==> src/rtl/wb_commit_unit_pkg.sv <==
// ----------------------------------------------------------------------------
// wb_commit_unit_pkg
//
// Shared constants for the write-back commit unit and its round-robin
// arbiter: default data width and register count, the source index
// encoding used by the arbiter, and a helper that advances a source
// index in the ALU -> LSU -> MDU -> ALU rotation.
//
// No ports (package).
// ----------------------------------------------------------------------------
package wb_commit_unit_pkg;

  // Core-wide defaults; the top level exposes these as overridable parameters.
  localparam int XLEN = 32;
  localparam int NREG = 32;

  // Register address width (x0..x31).
  localparam int REG_AW = 5;

  // Number of result producers competing for the write port.
  localparam int NSRC = 3;

  // Source index encoding; also the bit position of each source in the
  // request and grant vectors.
  typedef logic [1:0] src_idx_t;

  localparam src_idx_t SRC_ALU = 2'd0;
  localparam src_idx_t SRC_LSU = 2'd1;
  localparam src_idx_t SRC_MDU = 2'd2;

  // Next source in the rotation; MDU wraps back to ALU.
  function automatic src_idx_t next_src(input src_idx_t src);
    src_idx_t nxt;
    if (src == SRC_MDU) begin
      nxt = SRC_ALU;
    end else begin
      nxt = src + 2'd1;
    end
    return nxt;
  endfunction

endpackage

==> src/rtl/wb_rr_arbiter.sv <==
// ----------------------------------------------------------------------------
// wb_rr_arbiter
//
// Three-request round-robin arbiter. The grant is combinational: the search
// starts at the rotating pointer and takes the first asserted request in
// ALU -> LSU -> MDU order. After a grant to source i the pointer moves to
// the source after i; with no grant it holds.
//
// Ports:
//   clk         in   clock
//   rst_n       in   synchronous active-low reset (pointer returns to ALU)
//   req[2:0]    in   request per source, bit index = source index
//   grant[2:0]  out  one-hot grant, same bit order as req
//   grant_valid out  some request was granted this cycle
//   grant_idx   out  index of the granted source (pointer when no grant)
// ----------------------------------------------------------------------------
module wb_rr_arbiter
  import wb_commit_unit_pkg::*;
(
  input  logic       clk,
  input  logic       rst_n,
  input  logic [2:0] req,
  output logic [2:0] grant,
  output logic       grant_valid,
  output logic [1:0] grant_idx
);

  src_idx_t ptr;
  src_idx_t cand;

  // Walk the three sources starting at the pointer; the first request seen
  // wins. grant_idx defaults to the pointer so it is never X.
  always_comb begin
    grant       = '0;
    grant_valid = 1'b0;
    grant_idx   = ptr;
    cand        = ptr;
    for (int k = 0; k < NSRC; k++) begin
      if (!grant_valid && req[cand]) begin
        grant_valid = 1'b1;
        grant_idx   = cand;
      end
      cand = next_src(cand);
    end
    if (grant_valid) begin
      grant[grant_idx] = 1'b1;
    end
  end

  // Pointer only moves on a grant, and then to the source after the winner.
  always_ff @(posedge clk) begin
    if (!rst_n) begin
      ptr <= SRC_ALU;
    end else if (grant_valid) begin
      ptr <= next_src(grant_idx);
    end
  end

endmodule

==> src/rtl/wb_commit_unit.sv <==
// ----------------------------------------------------------------------------
// wb_commit_unit
//
// Write side of the integer register file. Three producers (ALU, LSU, MDU)
// offer results over valid/ready; a round-robin arbiter accepts one per
// cycle and the accepted result is written through a registered port
// (rd_en/rd_addr/rd_data) one cycle later. A busy scoreboard tracks
// registers with in-flight writes so decode can stall on RAW hazards.
//
// Optional feature macro: WB_BYPASS_EN
//   Adds rs1/rs2 forwarding outputs taken from the write port; a register
//   that is being forwarded reports busy=0 so decode does not stall.
//
// Ports:
//   clk, rst_n                    clock, synchronous active-low reset
//   issue_valid, issue_rd         destination of an issuing instruction
//   flush                         clears the scoreboard
//   {alu,lsu,mdu}_valid/rd/data   producer results
//   {alu,lsu,mdu}_ready           result accepted this cycle
//   rd_en, rd_addr, rd_data       register-file write port (registered)
//   rs1_addr, rs2_addr            decode read addresses
//   rs1_busy, rs2_busy            operand has a pending write
//   rs1/rs2_fwd_valid/data        forwarding (WB_BYPASS_EN only)
// ----------------------------------------------------------------------------
module wb_commit_unit #(
  parameter int XLEN = wb_commit_unit_pkg::XLEN,
  parameter int NREG = wb_commit_unit_pkg::NREG
) (
  input  logic            clk,
  input  logic            rst_n,

  input  logic            issue_valid,
  input  logic [4:0]      issue_rd,
  input  logic            flush,

  input  logic            alu_valid,
  input  logic [4:0]      alu_rd,
  input  logic [XLEN-1:0] alu_data,
  output logic            alu_ready,

  input  logic            lsu_valid,
  input  logic [4:0]      lsu_rd,
  input  logic [XLEN-1:0] lsu_data,
  output logic            lsu_ready,

  input  logic            mdu_valid,
  input  logic [4:0]      mdu_rd,
  input  logic [XLEN-1:0] mdu_data,
  output logic            mdu_ready,

  output logic            rd_en,
  output logic [4:0]      rd_addr,
  output logic [XLEN-1:0] rd_data,

  input  logic [4:0]      rs1_addr,
  input  logic [4:0]      rs2_addr,
  output logic            rs1_busy,
  output logic            rs2_busy
`ifdef WB_BYPASS_EN
  ,
  output logic            rs1_fwd_valid,
  output logic            rs2_fwd_valid,
  output logic [XLEN-1:0] rs1_fwd_data,
  output logic [XLEN-1:0] rs2_fwd_data
`endif
);

  import wb_commit_unit_pkg::*;

  logic [2:0]      req;
  logic [2:0]      grant;
  logic            grant_valid;
  logic [1:0]      grant_idx;
  logic            transfer;
  logic [4:0]      sel_rd;
  logic [XLEN-1:0] sel_data;
  logic [NREG-1:0] busy;
  logic [NREG-1:0] busy_next;
  logic            rs1_pending;
  logic            rs2_pending;

  assign req = {mdu_valid, lsu_valid, alu_valid};

  wb_rr_arbiter u_arb (
    .clk         (clk),
    .rst_n       (rst_n),
    .req         (req),
    .grant       (grant),
    .grant_valid (grant_valid),
    .grant_idx   (grant_idx)
  );

  // Nothing is accepted while reset is held, even with valids asserted, so
  // a result offered during reset is simply re-offered afterwards.
  assign alu_ready = grant[SRC_ALU] & rst_n;
  assign lsu_ready = grant[SRC_LSU] & rst_n;
  assign mdu_ready = grant[SRC_MDU] & rst_n;
  assign transfer  = grant_valid & rst_n;

  // Result mux for the winning source.
  always_comb begin
    sel_rd   = alu_rd;
    sel_data = alu_data;
    case (grant_idx)
      SRC_LSU: begin
        sel_rd   = lsu_rd;
        sel_data = lsu_data;
      end
      SRC_MDU: begin
        sel_rd   = mdu_rd;
        sel_data = mdu_data;
      end
      default: begin
        sel_rd   = alu_rd;
        sel_data = alu_data;
      end
    endcase
  end

  // Registered write port. A write to x0 is accepted from the source but
  // never reaches the register file; address/data hold when idle.
  always_ff @(posedge clk) begin
    if (!rst_n) begin
      rd_en   <= 1'b0;
      rd_addr <= '0;
      rd_data <= '0;
    end else if (transfer && (sel_rd != 5'd0)) begin
      rd_en   <= 1'b1;
      rd_addr <= sel_rd;
      rd_data <= sel_data;
    end else begin
      rd_en   <= 1'b0;
    end
  end

  // Scoreboard next state. Clear happens on the commit edge; a same-edge
  // issue to that register re-sets it (set wins); flush beats everything.
  always_comb begin
    busy_next = busy;
    if (rd_en) begin
      busy_next[rd_addr] = 1'b0;
    end
    if (issue_valid && (issue_rd != 5'd0)) begin
      busy_next[issue_rd] = 1'b1;
    end
    if (flush) begin
      busy_next = '0;
    end
    busy_next[0] = 1'b0;
  end

  always_ff @(posedge clk) begin
    if (!rst_n) begin
      busy <= '0;
    end else begin
      busy <= busy_next;
    end
  end

  assign rs1_pending = (rs1_addr != 5'd0) & busy[rs1_addr];
  assign rs2_pending = (rs2_addr != 5'd0) & busy[rs2_addr];

`ifdef WB_BYPASS_EN
  // The register being committed this cycle can be forwarded to decode
  // directly, so it does not need to stall even though busy is still set.
  assign rs1_fwd_valid = rd_en & (rd_addr == rs1_addr) & (rs1_addr != 5'd0);
  assign rs2_fwd_valid = rd_en & (rd_addr == rs2_addr) & (rs2_addr != 5'd0);
  assign rs1_fwd_data  = rd_data;
  assign rs2_fwd_data  = rd_data;
  assign rs1_busy      = rs1_pending & ~rs1_fwd_valid;
  assign rs2_busy      = rs2_pending & ~rs2_fwd_valid;
`else
  assign rs1_busy      = rs1_pending;
  assign rs2_busy      = rs2_pending;
`endif

`ifndef SYNTHESIS
  // Decode must stall on WAW; issuing to a still-busy register is illegal
  // unless that register is committing on this very edge or being flushed.
  always_ff @(posedge clk) begin
    if (rst_n && issue_valid && (issue_rd != 5'd0) && !flush &&
        !(rd_en && (rd_addr == issue_rd))) begin
      assert (!busy[issue_rd]);
    end
  end
`endif

endmodule

==> config.mk <==
export PLATFORM = sky130hd
export DESIGN_NAME = wb_commit_unit
export DESIGN_NICKNAME = d
export VERILOG_FILES = /design/src/rtl/wb_commit_unit_pkg.sv /design/src/rtl/wb_rr_arbiter.sv /design/src/rtl/wb_commit_unit.sv
export SDC_FILE = /design/constraint.sdc
export NUM_CORES = 1
export LEC_CHECK = 0
export BUFFER_PORTS_ARGS = -buffer_cell sky130_fd_sc_hd__clkbuf_2
export CORE_MARGIN = 3
export CORE_UTILIZATION = 50
export DETAILED_ROUTE_END_ITERATION = 7
export HOLD_SLACK_MARGIN = 0.15
export PLACE_DENSITY = 0.79
export SLEW_MARGIN = 20
export SYNTH_ARGS = -nofsm -noshare
export SYNTH_HDL_FRONTEND = slang
export SYNTH_SLANG_ARGS = --single-unit
==> constraint.sdc <==
create_clock -name clk -period 4 [get_ports clk]
set_clock_uncertainty 0.1 [all_clocks]
set_input_delay 0.8 -clock clk [delete_from_list [all_inputs] [get_ports clk]]
set_output_delay 0.8 -clock clk [all_outputs]
set_load 0.1 [all_outputs]
==> flow_summary_export.csv <==
group,metric,value,unit
run_status,status,"finished clean",
worst_hold_path,hold_depth,2,
yosys,synth-seq-cells,71,
clocking,cts_inserted_buffers,9,
yosys,synthDistinctLibCells,35,
setup_path,reg2reg_depth,9,
yosys,synth-edff-count,0,
grt,grt-ovfl-total,0,
power_and_ir_drop,leakage,2.320,nW
timing,setup_viol,0,
clocking,postCtsSetupRepairBufs,0,
cells_and_area,drive_gt1_share,32.06,%
yosys,yosysSeqAreaShare,31.48,%
cells_and_area,n_fill_cell,783,
yosys,syn_avg_cell_area,8.092,um2
power_and_ir_drop,p_sw_share,51.65,%
setup_path,ff2ff_setup_slack,0.87,ns
setup_path,cpPeakStageDelay,0.37,ns
timing,slew_headroom,22.82,%
clocking,holdBufCountCts,0,
power_and_ir_drop,p_sw,0.001629,W
power_and_ir_drop,peakVddDrop,0.4129,mV
floorplan,die_width,101.0,um
grt,antenna_found_initial,0,
setup_path,rr_startpoint,"u_arb.ptr[0]",
floorplan,core,8763,um2
setup_path,startpoint_type,"input pin",
cells_and_area,nets,841,
routing,dr.pass1.iters,7,
routing,drc_errors,0,
grt,grt_usage,27.33,%
grt,grt_start_max_net_pins,65,
yosys,yosysTopAreaCellShare,31.48,%
timing,fin_crit,3.651,ns
floorplan,die_h,101.0,um
setup_path,cp_max_fo,33,
yosys,syn_inst,558,
yosys,synth_nets,696,
routing,routed_wl,13.99,mm
setup_path,cp.arrival,2.75,ns
worst_hold_path,min-delay-start,"busy[2]",
setup_path,path_cells,"clkbuf_2 -> a21o_1 -> o21ai_0 -> a32oi_1 -> ha_1 -> buf_4 -> and3_1 -> buf_12",
timing,hold_viol,0,
placed_design,gp_congestion,0.8797,
power_and_ir_drop,p_comb_share,50.8,%
timing,drv_slew,0,
setup_path,crit_required,3.10,ns
power_and_ir_drop,power.density,555.3,nW/um2
placed_design,portBuffers,175,
setup_path,end_kind,"primary output",
timing,fmax,273.9,MHz
clocking,root_buffer,"clkbuf_8",
floorplan,die-area,10210,um2
yosys,synth_top_area_cell,"dfxtp_1",
clocking,clk_latency,0.35,ns
clocking,cts_max_level,3,
yosys,syn_area,4516,um2
timing,min_period_over_period,91.29,%
setup_path,criticalPathCategory,"input pin to primary output",
power_and_ir_drop,internal_power,0.001525,W
placed_design,hpwl,10.29,mm
setup_path,cp_slowest_cell,"a32oi_1",
clocking,cts.sinks,71,
timing,finalSetupTns,0,ns
worst_hold_path,hold_path.class,"flop to flop",
cells_and_area,syn_to_final_growth,25.77,%
yosys,synthTopCellsByArea,"dfxtp_1 (31%), mux4_2 (9.0%), nand2_1 (8.6%)",
job,drv_cap,0,
routing,num_vias,5060,
setup_path,r2r_end,"rd_data[31]",
routing,antenna_left,0,
clocking,cts.repair.resized,0,
power_and_ir_drop,power.share.clock,20.7,%
worst_hold_path,whs_endpoint,"busy[2]",
floorplan,pin_count,176,
placed_design,place_area,5453,um2
clocking,cts_tree,"done",
power_and_ir_drop,seq_power_share,28.5,%
clocking,clockBufferDepth,2,
clocking,path_clk_slew,0.08,ns
timing,worst-slew-pin-transition,1.155,ns
floorplan,rows,34,
yosys,async_reset_ff_share,0,%
grt,grt_pass1_wl,22.45,mm
grt,grt_pass1_vias,4816,
timing,rsz0062_at_grt,"false",
routing,viasPerCell,6.201,
cells_and_area,finish.instance_area,5679,um2
routing,drt_iter0_drc,222,
floorplan,initial_core_util,51.53,%
cells_and_area,antenna_cells,0,
yosys,synth_warnings,0,
routing,wl_per_cell,17.15,um
yosys,synth_ff_type,"dfxtp_1",
## cell families (layout without fill, tap and decap cells)
kind of cell | Yosys count | in the layout | synth area share [%]
flops | 71 | 71 | 31.48
compound gates | 222 | 222 | 34.55
buf+inv | 57 | 207 | 5.043
mux | 25 | 25 | 10.58
fa+ha+maj | 5 | 5 | 1.385
simple gates | 178 | 178 | 16.96
## synthesized netlist by cell type, drive strengths merged (2+ instances only)
cell and number:
a211oi 34, a21oi 42, a22o 4, a22oi 34, a2bb2oi 32, a31oi 3, a32oi 2, and3 6
and3b 3, buf 17, clkbuf 34, dfxtp 71, ha 5, inv 6, mux2 2, mux2i 5
mux4 18, nand2 104, nand2b 2, nand3 3, nand3b 5, nor2 44, nor3 2, nor3b 4
o21ai 36, o311ai 32, or3 2, or3b 2
## layer usage
metal | part of all wire [%] | vias to the layer above | global-route usage [%] | wire (um)
met5 | 0 | - | 0 | 0
met4 | 2.0 | 0 | 8.487 | 273
met3 | 8.4 | 27 | 6.713 | 1179
met2 | 50 | 213 | 47.80 | 7025
met1 | 39 | 2408 | 32.98 | 5514
li1 | - | 2412 | - | -
## worst max-delay path by stage
stage                  endpoint  depth (start not counted)  slack [ns]        start
floorplan             lsu_ready                          7        0.24    lsu_valid
global placement       rs1_busy                          5        0.40  rs1_addr[0]
detailed placement  rd_data[31]                         11        0.33    alu_valid
CTS                    rs2_busy                          5        0.35  rs2_addr[0]
global route          mdu_ready                          8        0.22    alu_valid
finish                mdu_ready                          8        0.35    alu_valid
## per-stage QoR
stage	utilization, %	instances	hold slack [ns]	total power, W	setup WS (ns)
after global routing	64.81	816	0.4253	0.003303	0.2166
after detailed placement	62.22	800	0.3882	0.002508	0.3294
after floorplan	-	558	0.3554	0.002192	0.2421
final	64.81	816	0.4026	0.003154	0.3485
after global placement	62.22	800	0.3706	0.002476	0.3974
after CTS	64.81	816	0.3986	0.003157	0.3505
## registers in the layout, summed over array words and instances, names as in the netlist
name	count
u_arb.ptr	2
rd_addr	5
busy	31
rd_en	1
rd_data	32
## layout by cell type (no fill, tap or decap), types with 2 or more instances in the layout
cell	instances
buf_12	3
a21oi_1	42
a31oi_1	3
mux2_2	2
and3_1	6
dfxtp_1	71
mux2i_1	5
nand2_1	104
clkbuf_8	9
and3b_1	3
a22oi_1	34
a32oi_1	2
inv_6	3
nor3_1	2
buf_4	10
a22o_1	4
a2bb2oi_1	32
bufinv_16	2
nor2_1	44
clkbuf_2	172
o311ai_1	29
or3b_2	2
o21ai_0	36
nor3b_1	4
ha_1	4
nand2b_1	2
o311ai_0	3
a211oi_1	34
mux4_2	18
or3_1	2
inv_1	6
nand3_1	2
nand3b_1	5
## power by group through the flow
stage / registers, W / clock network [W] / logic [W]
CTS: 0.000896 / 0.000659 / 0.00160
detailed placement: 0.000910 / 0 / 0.00160
floorplan: 0.00166 / 0 / 0.000535
global placement: 0.000908 / 0 / 0.00157
global route: 0.000911 / 0.000704 / 0.00169
finish: 0.000898 / 0.000652 / 0.00160
## worst max-delay path, delay by kind of cell
kind / cells / cell delay (ns)
buf+inv: 3 / 0.73
compound gates: 3 / 0.59
fa+ha+maj: 1 / 0.37
simple gates: 1 / 0.27
## area by class of cell
class / instances / area (um2) / share of cell area [%]
Clock inverter: 7 / 102.6 / 1.807
Multi-Input combinational cell: 430 / 2878 / 50.67
Clock buffer: 9 / 123.9 / 2.181
Inverter: 6 / 22.52 / 0.3966
Sequential cell: 71 / 1421 / 25.03
Tap cell: 108 / 135.1 / 2.379
Timing Repair Buffer: 185 / 996.0 / 17.54
No activity file was read; power rests on OpenSTA's default activity.
